[config.mk]
export PLATFORM = sky130hd
export DESIGN_NAME = cdc_fifo_input_arbiter
export DESIGN_NICKNAME = d
export VERILOG_FILES = /design/src/rtl/cdc_fifo_pkg.sv /design/src/rtl/rr_priority_picker.sv /design/src/rtl/cdc_fifo_input_arbiter.sv
export SDC_FILE = /design/constraint.sdc
export NUM_CORES = 1
export LEC_CHECK = 0
export CAP_MARGIN = 20
export CORE_UTILIZATION = 35
export CTS_CLUSTER_DIAMETER = 30
export CTS_CLUSTER_SIZE = 10
export DETAILED_ROUTE_END_ITERATION = 12
export GPL_TIMING_DRIVEN = 1
export HOLD_SLACK_MARGIN = 0.1
export PLACE_DENSITY = 0.85
export SLEW_MARGIN = 0
export SYNTH_ARGS = -nofsm -noshare
export SYNTH_HDL_FRONTEND = slang
export SYNTH_SLANG_ARGS = --single-unit
export TNS_END_PERCENT = 10
[constraint.sdc]
create_clock -name clk -period 2.6 [get_ports clk]
set_input_delay 0.26 -clock clk [delete_from_list [all_inputs] [get_ports clk]]
set_output_delay 0.26 -clock clk [all_outputs]
set_load 0.02 [all_outputs]
[src/rtl/cdc_fifo_pkg.sv]
// Shared types and helpers for the CDC FIFO input arbiter.
package cdc_fifo_pkg;

  typedef enum logic {
    IDLE  = 1'b0,
    GRANT = 1'b1
  } arb_state_t;

  // Index width for n items, never narrower than one bit.
  function automatic int id_width(input int n);
    return (n < 2) ? 1 : $clog2(n);
  endfunction

endpackage

[src/rtl/rr_priority_picker.sv]
// Combinational rotating-priority encoder: first set request at or above
// startPtr, wrapping modulo REQUESTER_COUNT.
module rr_priority_picker
  import cdc_fifo_pkg::*;
#(
  parameter int REQUESTER_COUNT = 4,
  localparam int ID_BITWIDTH = id_width(REQUESTER_COUNT)
) (
  input  logic [REQUESTER_COUNT-1:0] reqVec,
  input  logic [ID_BITWIDTH-1:0]     startPtr,
  output logic                       found,
  output logic [ID_BITWIDTH-1:0]     index
);

  int candidate;

  // Scan upward from startPtr; the wrap never produces an index >= REQUESTER_COUNT.
  always_comb begin
    found     = 1'b0;
    index     = '0;
    candidate = 0;
    for (int k = 0; k < REQUESTER_COUNT; k++) begin
      candidate = int'(startPtr) + k;
      if (candidate >= REQUESTER_COUNT) begin
        candidate = candidate - REQUESTER_COUNT;
      end
      if (!found && reqVec[candidate]) begin
        found = 1'b1;
        index = ID_BITWIDTH'(candidate);
      end
    end
  end

endmodule

[src/rtl/cdc_fifo_input_arbiter.sv]
// Round-robin arbiter sharing the write port of a CDC FIFO between several
// producers. Each accepted word is tagged with its source index.
//
// state | meaning
// IDLE  | no producer holds the port, arbitrate from pointer
// GRANT | grant owns the port, up to MAX_BURST transfers
module cdc_fifo_input_arbiter
  import cdc_fifo_pkg::*;
#(
  parameter int REQUESTER_COUNT = 4,
  parameter int DATA_BITWIDTH   = 8,
  parameter int MAX_BURST       = 4,
  localparam int ID_BITWIDTH    = id_width(REQUESTER_COUNT)
) (
  input  logic                                     clk,
  input  logic                                     async_rst,
  input  logic [REQUESTER_COUNT-1:0]               ReqREQ,
  output logic [REQUESTER_COUNT-1:0]               ReqACK,
  input  logic [REQUESTER_COUNT*DATA_BITWIDTH-1:0] ReqData,
  output logic                                     FifoREQ,
  input  logic                                     FifoACK,
  output logic [ID_BITWIDTH+DATA_BITWIDTH-1:0]     FifoData,
  output logic                                     GrantValid,
  output logic [ID_BITWIDTH-1:0]                   CurrentGrant
);

  localparam int BURST_BITWIDTH = $clog2(MAX_BURST + 1);
  localparam logic [BURST_BITWIDTH-1:0] LAST_BEAT = BURST_BITWIDTH'(MAX_BURST - 1);
  localparam logic [ID_BITWIDTH-1:0]    LAST_ID   = ID_BITWIDTH'(REQUESTER_COUNT - 1);

  arb_state_t                state;
  logic [ID_BITWIDTH-1:0]    grant;
  logic [ID_BITWIDTH-1:0]    pointer;
  logic [BURST_BITWIDTH-1:0] burstCount;

  logic [DATA_BITWIDTH-1:0]  reqWord [REQUESTER_COUNT];
  logic [ID_BITWIDTH-1:0]    nextPointer;
  logic                      transfer;
  logic                      releaseGrant;
  logic                      idleFound;
  logic [ID_BITWIDTH-1:0]    idleIndex;
  logic                      relFound;
  logic [ID_BITWIDTH-1:0]    relIndex;

  // Split the packed payload bus into per-producer words.
  always_comb begin
    for (int i = 0; i < REQUESTER_COUNT; i++) begin
      reqWord[i] = ReqData[i*DATA_BITWIDTH +: DATA_BITWIDTH];
    end
  end

  // Port muxing toward the FIFO; FifoACK reaches ReqACK without a register.
  always_comb begin
    FifoREQ  = 1'b0;
    FifoData = '0;
    ReqACK   = '0;
    if (state == GRANT) begin
      FifoREQ       = ReqREQ[grant];
      FifoData      = {grant, reqWord[grant]};
      ReqACK[grant] = FifoACK && ReqREQ[grant];
    end
  end

  assign transfer     = FifoREQ && FifoACK;
  assign releaseGrant = (state == GRANT) &&
                        (!ReqREQ[grant] || (transfer && (burstCount == LAST_BEAT)));
  assign nextPointer  = (grant == LAST_ID) ? '0 : grant + 1'b1;

  assign GrantValid   = (state == GRANT);
  assign CurrentGrant = grant;

  rr_priority_picker #(
    .REQUESTER_COUNT(REQUESTER_COUNT)
  ) idlePicker (
    .reqVec  (ReqREQ),
    .startPtr(pointer),
    .found   (idleFound),
    .index   (idleIndex)
  );

  // Release re-arbitration starts just past the outgoing grant, so that
  // producer drops to lowest priority without losing eligibility.
  rr_priority_picker #(
    .REQUESTER_COUNT(REQUESTER_COUNT)
  ) releasePicker (
    .reqVec  (ReqREQ),
    .startPtr(nextPointer),
    .found   (relFound),
    .index   (relIndex)
  );

  // Grant/burst state machine; a stalled FIFO holds the grant with no timeout.
  always_ff @(posedge clk or negedge async_rst) begin
    if (!async_rst) begin
      state      <= IDLE;
      grant      <= '0;
      pointer    <= '0;
      burstCount <= '0;
    end else begin
      case (state)
        IDLE: begin
          if (idleFound) begin
            grant      <= idleIndex;
            burstCount <= '0;
            state      <= GRANT;
          end
        end
        GRANT: begin
          if (releaseGrant) begin
            pointer <= nextPointer;
            if (relFound) begin
              grant      <= relIndex;
              burstCount <= '0;
            end else begin
              state <= IDLE;
            end
          end else if (transfer) begin
            burstCount <= burstCount + 1'b1;
          end
        end
        default: state <= IDLE;
      endcase
    end
  end

endmodule

* Word level (Yosys, flattened, before mapping) *
Index checks and enable logic that the tools add are counted.

cells by class
  eq/ne operators = 7
  $add $sub $neg = 16
  $lt $le $gt $ge = 19
  divide/modulo/power cells = 0
  shift operators = 0
  mux-type cells = 72
  bitwise gates (word level) = 3
  multipliers = 0
  reduce and logical (&&, ||, !) cells = 22

operator list
  kind                     count
  $lt A32 B4 Y1 const B    8
  $mux W32                 8
  $ge A32 B4 Y1 const B    6
  $sub A32 B4 Y32 const B  6
  $mux W1                  30
  $mux W2                  12
  $bmux W1 S2              9
  $bmux W8 S2              1
  $mux W8                  2
  $add A2 B2 Y3 const B    4
  $mux W3                  4
  $logic_and A1 B1 Y1      11
  $mux W10                 1
  $sub A2 B3 Y4 const B    2
  $logic_not A1 Y1         7
  $add A2 B1 Y3 const B    2
  $ge A2 B3 Y1 const B     2
  $pmux W3 S2              1
  $reduce_and A3 Y1        2
  $and A4 B4 Y4            1
  $mux W4                  1
  $ne A2 B1 Y1 const B     2
  $pmux W2 S2              1
  $add A3 B1 Y3 const B    1
  other kinds (15)         15

word-level totals
  latch bits = 0
  memories kept = 0
  word-level logic and storage cells = 143
  input port bits = 39
  output and inout port bits = 18
  bits in read-only memories = 0
  register bits after elaboration = 8
  RAM bits = 0

* Longest topological paths before layout *
Gate-level depths: netlist of the first run.

  depth after elaboration = 20
  depth in mapped cells = 9

* Cells and area by module *
A second synthesis of the first run with hierarchy kept.

unflattened totals
  cells, all modules = 103
  area total of the unflattened synthesis = 973.4 µm²

by module, submodules not included
  module                  times used  sequential area each (µm²)  area each (µm²)  cells an instance
  cdc_fifo_input_arbiter  1           200.2                       818.3            73
  rr_priority_picker      2           0.0                         77.6             15

* Least setup slack after synthesis of the first run *
OpenSTA, ideal clock, no wires.

  path type = register -> register
  start point = register grant[0], in the netlist CurrentGrant[0]
  end point = register grant[1], in the netlist CurrentGrant[1]
  arrival = 2.283 ns
  cell stages (with the launch flop) = 10
  setup slack = 0.225 ns
  cell sequence = dfrtp_1 -> buf_6 -> buf_2 -> inv_1 -> ha_1 -> or3b_1 -> nor2_1 -> a21oi_1 -> o221a_1 -> o31ai_2

between the ends
  longest elaborated chain between the ends = 20
  elaborated cells on any way between the ends = 58
  those cells by class = add/sub (8); order compare (4); eq/ne (3); mux (31); reduce/logical (12)

ends and longest elaborated chain
  item                                                      RTL line                       text
  start, declared                                           cdc_fifo_input_arbiter.sv:32   logic [ID_BITWIDTH-1:0] grant;
  start signal, assigned                                    cdc_fifo_input_arbiter.sv:103  grant <= idleIndex;
  start signal, assigned                                    cdc_fifo_input_arbiter.sv:112  grant <= relIndex;
  $add A2 B1 Y2 or $eq A2 B2 Y1 (tied branches)             cdc_fifo_input_arbiter.sv:67   assign nextPointer = (grant == LAST_ID) ? '0 : grant + 1'b1;
  $mux W2 (*)                                               cdc_fifo_input_arbiter.sv:67
  via nextPointer[1]                                        cdc_fifo_input_arbiter.sv:37   logic [ID_BITWIDTH-1:0] nextPointer;
  branches (longest 18 deep; another with $sub A32 B4 Y32)  --

Mark *: on every way through the listed nets, which the timed path passes. The select of a mux whose other input is x is not followed.
A chain may end at the register's enable or synchronous reset.

* Worst setup path in the final report of the first run *
  start point = register grant[0], in the netlist CurrentGrant[0]
  end point = output port ReqACK[1]

between the ends
  longest elaborated chain between the ends = 6
  elaborated cells on any way between the ends = 10
  those cells by class = order compare (2); mux (5); bitwise (1); reduce/logical (2)

ends and longest elaborated chain
  item                                                                RTL line                      text
  $lt A2 B3 Y1 (not written as such) or $ge A2 B1 Y1 (tied branches)  cdc_fifo_input_arbiter.sv:60  ReqACK[grant] = FifoACK && ReqREQ[grant];
  $logic_and A1 B1 Y1                                                 cdc_fifo_input_arbiter.sv:60
  $mux W1 (not written as such)                                       cdc_fifo_input_arbiter.sv:60
  $demux W1 S2                                                        cdc_fifo_input_arbiter.sv:60
  $and A4 B4 Y4 (no line) (*)                                         --
  $mux W4 (*)                                                         cdc_fifo_input_arbiter.sv:57  if (state == GRANT) begin
  end, declared                                                       cdc_fifo_input_arbiter.sv:18  output logic [REQUESTER_COUNT-1:0] ReqACK,

Mark *: on every way between the ends. The rest lies on a longest branch, timed or not. The select of a mux whose other input is x is not followed.

==> impl_metrics.ini, run 1 <==
[global_routing]
grt_overflow_total = 0
grt_use_total = 0.214
grt_max_degree = 20
grt_pass1_vias = 1160
grt_pass1_wl_mm = 5.37
grt_antenna_before_repair = 0

[critical_path]
r2r-end = CurrentGrant[1]
path_buf_inv = 2
crit_path_max_incr_delay_ps = 570
r2r_cells = 8
cp-end-kind = output pin
crit_cells = 5
critPathRequiredTime_ps = 2340
cp-startpoint = CurrentGrant[0]
cp_top_family = buffers and inverters
path_cells = mux4_2 -> nand2_1 -> inv_1 -> and3_1 -> clkdlybuf4s50_1
rrSetupSlack_ps = 390
cp_max_fo = 6
critPathArrivalTime_ps = 2160
crit_slowest_cell = mux4_2
worstSetupPathType = register to output pin
r2r-start = CurrentGrant[0]
critPathLaunchType = register

[drt]
drt_iter0_drc = 24
totalWireLength_mm = 3.14
drc_errors = 0
avgViaCountPerCell = 5.66
wire_per_inst_um = 15.5
vias = 1149
dr.pass1.iters = 4
final_antenna_net_count = 0

[power]
leakagePower_nw = 0.701
pwr-share-clk = 0.062
seqPwrFrac = 0.162
combPwrFrac = 0.776
intPower_w = 0.000845
p_per_area_nw_per_um2 = 887
vdd_drop_max_mv = 0.661
p_switching_w = 0.000642
switching_share = 0.432

[final_layout]
multi_input_area_sq_um = 761
syn_to_final_growth_pct = 63.2
fin_area_sq_um = 1680
drive_above_1_share = 0.122
finalNonFillerCells = 203
final_cell_mix = 56 x clkdlybuf4s50_1, 10 x and2_1, 9 x nand2_1, 9 x buf_4, 8 x dfrtp_1
antenna_cells = 0
fill_cells = 223
register_area_sq_um = 200
nets = 219
layout_commonest_cell = clkdlybuf4s50_1

[clocking]
clock_latency_ps = 250
postCtsHoldBufs = 0
ctsResizeCount = 0
cts_buffers = 3
cts.sinks = 8
cts_tree = built
clk_path_buf_depth = 2
cts-root-buf = clkbuf_4
htreeDepth = 1
post-cts-setup-buffer-count = 0
path_clk_slew_ps = 50

[placement]
port_buffers = 56
place_congestion = 0.830
place_inst = 200
place_ws_ps = 209
dp_hpwl_mm = 2.54
placed_cell_area_sq_um = 1650

[outcome]
status = finished, final reports clean

[die]
core_area_sq_um = 2760
die_area_sq_um = 3160
ios = 57
die-width_um = 56.2
die_h_um = 56.2
start_util = 0.373
rows = 19

[sta]
setup_ws_ps = 184
setup_viol = 0
rsz0062_at_grt = no
drv_slew = 0
fin_setup_tns_ps = 0
relSlewSlack = 0.641
fmax_mhz = 414
tightestPinTransition_ps = 525
fin_crit_ps = 2420
fin_crit_sh = 0.929
hold_viol = 0
skew_ps = 0.585
hold_ws_ps = 289

[flow_run]
max_cap_viol_count = 0

[yosys]
ys_warn_count = 0
ys_ff_latch = 8
synth_area_per_cell_sq_um = 9.17
syn_nets = 157
ys_types = 41
synthCells = 112
synth_edf_count = 0
ys.flop_type = dfrtp_1
netlist_area_sq_um = 1030
async_flop_share = 1.00
yosysSeqAreaShare = 0.195

[hold_path]
hp-class = input pin to asynchronous set/reset pin
## synth_stat cells, types with 2 or more instances
cell type | n | area share
a21oi_1 | 6 | 0.029
dfrtp_1 | 8 | 0.19
mux2_2 | 2 | 0.022
o21ai_0 | 6 | 0.029
and2_1 | 10 | 0.061
nor4b_1 | 2 | 0.017
mux2i_1 | 2 | 0.019
clkbuf_1 | 5 | 0.018
nand2_1 | 9 | 0.033
mux4_2 | 5 | 0.11
nor2_1 | 7 | 0.026
nand3_1 | 3 | 0.015
buf_2 | 2 | 0.0097
ha_1 | 6 | 0.073
inv_1 | 7 | 0.026
and3_1 | 4 | 0.024
mux4_1 | 4 | 0.10
## layer usage
metal  global-route usage  wire (um)  up-vias
li1                     -          -      539
met1                0.245       1230      538
met2                0.379       1580       64
met3               0.0605        267        8
met4               0.0732         67        0
met5                    0          0        -
## registers in the layout, summed over array words and instances, names as in the netlist
| signal | flops |
|---|---|
| pointer | 2 |
| burstCount | 3 |
| GrantValid | 1 |
| CurrentGrant | 2 |
## worst max path at each step
| stage | slack [ps] | end |
|---|---|---|
| 2_1_floorplan | 230 | CurrentGrant[1] |
| 3_3_place_gp | 240 | ReqACK[2] |
| 3_5_place_dp | 210 | ReqACK[1] |
| 4_1_cts | 160 | ReqACK[1] |
| 5_1_grt | 90 | ReqACK[1] |
| 6_report | 180 | ReqACK[1] |
## power by group through the flow
| stage | clock (W) | combinational, W | sequential (W) |
|---|---|---|---|
| global route | 0.000105 | 0.00125 | 0.000251 |
| floorplan | 0 | 0.000722 | 0.000240 |
| detailed placement | 0 | 0.00115 | 0.000244 |
| finish | 0.0000926 | 0.00115 | 0.000241 |
| CTS | 0.0000975 | 0.00116 | 0.000242 |
| global placement | 0 | 0.00111 | 0.000240 |
## cell families (layout without fill, tap and decap cells)
group	count (synthesis)	after routing	share of synthesized area
simple gates	44	44	0.238
compound gates	25	25	0.167
buf+inv	15	75	0.0646
mux	13	13	0.253
flops	8	8	0.195
fa+ha+maj	7	7	0.0828
## worst reg2reg max path, stage by stage (launching register included)
cell and delay, ps:
dfrtp_1 410, buf_4 190, inv_1 70, ha_1 410, or3b_1 400, nor2_1 100, a21oi_1 70, o221a_1 250
o31ai_2 210
## through the flow
step | util | total power, W
5_1_grt | 0.608 | 0.00160
4_1_cts | 0.608 | 0.00149
6_report | 0.608 | 0.00149
2_1_floorplan | - | 0.000962
3_5_place_dp | 0.600 | 0.00140
3_3_place_gp | 0.600 | 0.00135
## layout make-up
class                      count  share of cell area
inverter                       7              0.0157
sequential                     8               0.119
timing repair buffer          65               0.375
multi-input combinational     89               0.454
clock buffer                   3              0.0134
tap                           31              0.0231
No activity file was read; power rests on OpenSTA's default activity.
==> run 2, diff against run 1 <==
Settings changed: PLACE_DENSITY 0.85 to 0.86, SYNTH_HIERARCHICAL set to 1.
==> run 2 against run 1 <==
Sequential power shrank 7%; worst hold slack lost 2.6 ps; synthesized cell count shrank 8.0%; sequential share of layout area grew 0.34 points; critical path depth shrank 1; worst setup slack lost 68 ps; clock power grew 4.5%; combinational power grew 6%.
==> impl_metrics.ini, run 2 <==
[drt]
totalWireLength_mm = 2.84
wl_met1_mm = 1.07
final_antenna_net_count = 0
wire_per_inst_um = 14.6
drt_iter0_drc = 11
met3_length_um = 333
drc_errors = 0
avgViaCountPerCell = 5.18
wl_met2_mm = 1.43
highest_layer = met3
vias = 1010
dr.pass1.iters = 4

[power]
vdd_drop_max_mv = 0.877
leakagePower_nw = 0.693
p_per_area_nw_per_um2 = 945

[critical_path]
path_cells = buf_4 -> mux4_1 -> and2_1 -> clkdlybuf4s50_1
cp_top_family = buffers and inverters
r2r_cells = 7
crit_cells = 4
cp_max_fo = 13
worstSetupPathType = register to output pin
r2r-end = CurrentGrant[0]
crit_path_max_incr_delay_ps = 580
critPathLaunchType = register
critPathRequiredTime_ps = 2340
rrSetupSlack_ps = 630
cp-end-kind = output pin
path_buf_inv = 2
critPathArrivalTime_ps = 2220
r2r-start = CurrentGrant[0]
crit_slowest_cell = mux4_1

[global_routing]
grt_max_degree = 21
grt_use_total = 0.195
grt_pass1_vias = 978
grt_antenna_before_repair = 0
grt_pass1_wl_mm = 4.22
grt_overflow_total = 0

[yosys]
ys_types = 28
synth_area_per_cell_sq_um = 9.45
yosysSeqAreaShare = 0.206
netlist_area_sq_um = 973
yosys-top-cells-count = 15 x and2_1, 12 x inv_1, 9 x a21oi_1
synth_most_common_cell = and2_1
async_flop_share = 1.00
synthTopCellsByArea = dfrtp_1 21%, mux4_2 16%, and2_1 9.6%
synthCells = 103
ys.flop_type = dfrtp_1
ys_warn_count = 6
synth_area_leader_cell = dfrtp_1
synth_edf_count = 0
synth_top_area_share = 0.206
syn_nets = 148
ys_ff_latch = 8

[clocking]
htreeDepth = 1
clk_path_buf_depth = 2
path_clk_slew_ps = 60
cts.sinks = 8
cts-root-buf = clkbuf_4
clock_latency_ps = 250
cts_tree = built
postCtsHoldBufs = 0
post-cts-setup-buffer-count = 0
cts_buffers = 3
ctsResizeCount = 0

[final_layout]
antenna_cells = 0
largest_register_ffs = 3
multi_input_area_sq_um = 704
fill_cells = 185
drive_above_1_share = 0.152
finalNonFillerCells = 195
fin_area_sq_um = 1630
layout_commonest_cell = clkdlybuf4s50_1
final_cell_mix = 56 x clkdlybuf4s50_1, 15 x and2_1, 12 x inv_1
syn_to_final_growth_pct = 67.5
largest_register = burstCount
nets = 212
register_area_sq_um = 200

[sta]
drv_slew = 0
fin_crit_ps = 2480
rsz0062_at_grt = no
skew_ps = 7.58
hold_ws_ps = 286
fmax_mhz = 403
setup_viol = 0
tightestPinTransition_ps = 534
relSlewSlack = 0.644
setup_ws_ps = 116
fin_crit_sh = 0.955
fin_setup_tns_ps = 0
hold_viol = 0

[flow_run]
max_cap_viol_count = 0

[outcome]
status = finished, final reports clean

[placement]
place_congestion = 0.746
place_inst = 192
place_ws_ps = 200
placed_cell_area_sq_um = 1610
port_buffers = 56
dp_hpwl_mm = 2.37

[die]
die-width_um = 54.7
rows = 18
start_util = 0.382
core_area_sq_um = 2540
die_h_um = 54.7
ios = 57
die_area_sq_um = 3000

[hold_path]
hp-class = input pin to asynchronous set/reset pin
==> run 2: cell type report <==
| class | instances | share of cell area |
|---|---|---|
| clock buffers | 3 | 0.0138 |
| flip-flops and latches | 8 | 0.123 |
| repair buffers | 63 | 0.376 |
| multi-input cells | 77 | 0.432 |
| well taps | 30 | 0.0230 |
| inverters | 14 | 0.0322 |
==> run 2: stage by stage <==
stage | util | power (W)
CTS | 0.641 | 0.00155
detailed placement | 0.632 | 0.00145
global route | 0.641 | 0.00166
floorplan | - | 0.000987
global placement | 0.632 | 0.00141
finish | 0.641 | 0.00154
==> run 2: worst max-delay path by stage <==
stage	from	to	slack (ps)
final	CurrentGrant[0]	FifoData[3]	120
after global routing	CurrentGrant[0]	FifoData[3]	9
after CTS	CurrentGrant[0]	FifoData[7]	90
after detailed placement	ReqREQ[3]	ReqACK[0]	200
after global placement	ReqREQ[3]	ReqACK[0]	240
after floorplan	CurrentGrant[0]	CurrentGrant[0]	690
==> run 2: cell families after synthesis <==
family,share of synthesized area
simple gates,0.222
compound gates,0.165
buf+inv,0.0707
mux,0.260
flops,0.206
fa+ha+maj,0.0771
==> run 2: metal layers <==
metal,GRT usage,up-vias
li1,-,503
met1,0.211,467
met2,0.371,40
met3,0.0444,0
met4,0.0513,0
met5,0,-
==> run 2: power breakdown <==
part | total (W) | internal (W) | switching (W)
combinational | 0.00122 | 0.000662 | 0.000557
clock | 0.0000968 | 0.0000530 | 0.0000439
sequential | 0.000225 | 0.000174 | 0.0000511
total | 0.00154 | 0.000889 | 0.000652
==> run 2: worst reg2reg max path: cells and delay by family, from the launching register on <==
kind	cells	cell delay, ps
buf+inv	2	290
simple gates	1	260
compound gates	3	710
fa+ha+maj	1	230
flops	1	430
==> run 3, diff against run 2 <==
Settings changed: TNS_END_PERCENT 10 to 5.
Clock period 2.6 ns to 3.2 ns, I/O delays scaled along.
==> run 3 against run 2 <==
Via count grew 1.9%; sequential power decreased by 10%; total power down 21%.
==> impl_metrics.ini, run 3 (synthesis gave the netlist of run 2 again) <==
[hold_path]
hp-class = input pin to asynchronous set/reset pin

[drt]
drc_errors = 0
drt_iter0_drc = 15
totalWireLength_mm = 2.75
wire_per_inst_um = 14.5
dr.pass1.iters = 4
avgViaCountPerCell = 5.44
final_antenna_net_count = 0
vias = 1029

[clocking]
post-cts-setup-buffer-count = 0
clk_path_buf_depth = 2
path_clk_slew_ps = 50
postCtsHoldBufs = 0
ctsResizeCount = 0
cts_tree = built
cts-root-buf = clkbuf_4
clock_latency_ps = 250
htreeDepth = 1
cts_buffers = 3
cts.sinks = 8

[power]
p_per_area_nw_per_um2 = 770
leakagePower_nw = 0.664
vdd_drop_max_mv = 0.580

[sta]
fin_setup_tns_ps = 0
tightestPinTransition_ps = 539
hold_viol = 0
skew_ps = 3.86
drv_slew = 0
fin_crit_sh = 0.860
fin_crit_ps = 2750
relSlewSlack = 0.641
setup_viol = 0
rsz0062_at_grt = no
fmax_mhz = 363

[critical_path]
crit_path_max_incr_delay_ps = 590
crit_slowest_cell = mux4_2
r2r-start = CurrentGrant[1]
critPathRequiredTime_ps = 2880
crit_top_cell = clkdlybuf4s50_1
cp-end-kind = output pin
r2r-end = CurrentGrant[0]
r2r_cells = 6
critPathArrivalTime_ps = 2430
cp_max_fo = 9
worstSetupPathType = input pin to output pin
path_buf_inv = 2
cp_top_family = buffers and inverters
critPathLaunchType = input pin
path_cells = clkdlybuf4s50_1 -> mux4_2 -> and3_1 -> and2_1 -> clkdlybuf4s50_1
rrSetupSlack_ps = 1260

[final_layout]
final_cell_mix = 56 x clkdlybuf4s50_1, 15 x and2_1, 12 x inv_1
largest_register = burstCount
fill_cells = 201
drive_above_1_share = 0.119
finalNonFillerCells = 189
antenna_cells = 0
nets = 206
fin_area_sq_um = 1590
layout_commonest_cell = clkdlybuf4s50_1
syn_to_final_growth_pct = 62.9
largest_register_ffs = 3
final_core_util = 0.623

[die]
core_area_sq_um = 2540
ios = 57
start_util = 0.382
rows = 18
die_area_sq_um = 3000
die_h_um = 54.7
die-width_um = 54.7

[global_routing]
grt_pass1_vias = 1017
grt_max_degree = 21
grt_antenna_before_repair = 0
grt_pass1_wl_mm = 3.98
grt_overflow_total = 0
grt_use_total = 0.186

[placement]
place_inst = 186
dp_hpwl_mm = 2.28
port_buffers = 56
placed_cell_area_sq_um = 1560
place_congestion = 0.761

[outcome]
status = finished, final reports clean

[flow_run]
max_cap_viol_count = 0
## run 3: changes by cell type in the layout (fill, tap and decap cells not counted), sizes merged
cell / change
buf: -6
## run 3: metrics by stage
step | hold WS [ps] | setup WS (ps) | total power (W)
after floorplan | 24.4 | 1280 | 0.000802
after global placement | 515 | 534 | 0.00112
after detailed placement | 529 | 468 | 0.00115
after CTS | 353 | 462 | 0.00123
after global routing | 362 | 386 | 0.00131
final | 341 | 448 | 0.00122
## run 3: metal layers
metal / up-vias / share of wire / GRT usage / routed length [um]
met4: 0 / 0.015 / 0.0641 / 42
met5: - / 0 / 0 / 0
met3: 6 / 0.14 / 0.0722 / 375
met2: 51 / 0.49 / 0.382 / 1350
li1: 490 / - / - / -
met1: 482 / 0.36 / 0.154 / 986
## run 3: how the worst max path moves through the flow
stage,cells past startpoint,end,start,slack [ps]
final,5,ReqACK[2],ReqREQ[0],450
after detailed placement,5,ReqACK[2],ReqREQ[0],470
after CTS,5,ReqACK[2],ReqREQ[0],460
after global placement,5,ReqACK[0],ReqREQ[0],530
after floorplan,3,ReqACK[0],CurrentGrant[0],1280
after global routing,5,ReqACK[3],ReqREQ[0],390
## run 3: power by group
| group | switching (W) | leakage (nW) | internal (W) |
|---|---|---|---|
| logic | 0.000425 | 0.554 | 0.000519 |
| registers | 0.0000613 | 0.0961 | 0.000141 |
| clock network | 0.0000327 | 0.0138 | 0.0000428 |
## run 3: worst register-to-register path: stages, from the launching register on
cell and delay [ps]:
dfrtp_1 560, ha_1 300, nor2_1 280, inv_2 70, a221o_1 330, a21oi_1 160
o221a_2 190
## run 3: area by class of cell
class / instances / area, sq um / share of cell area
Timing Repair Buffer: 57 / 568 / 0.358
Inverter: 14 / 52.6 / 0.0331
Multi-Input combinational cell: 77 / 704 / 0.444
Sequential cell: 8 / 200 / 0.126
Tap cell: 30 / 37.5 / 0.0237
Clock buffer: 3 / 22.5 / 0.0142
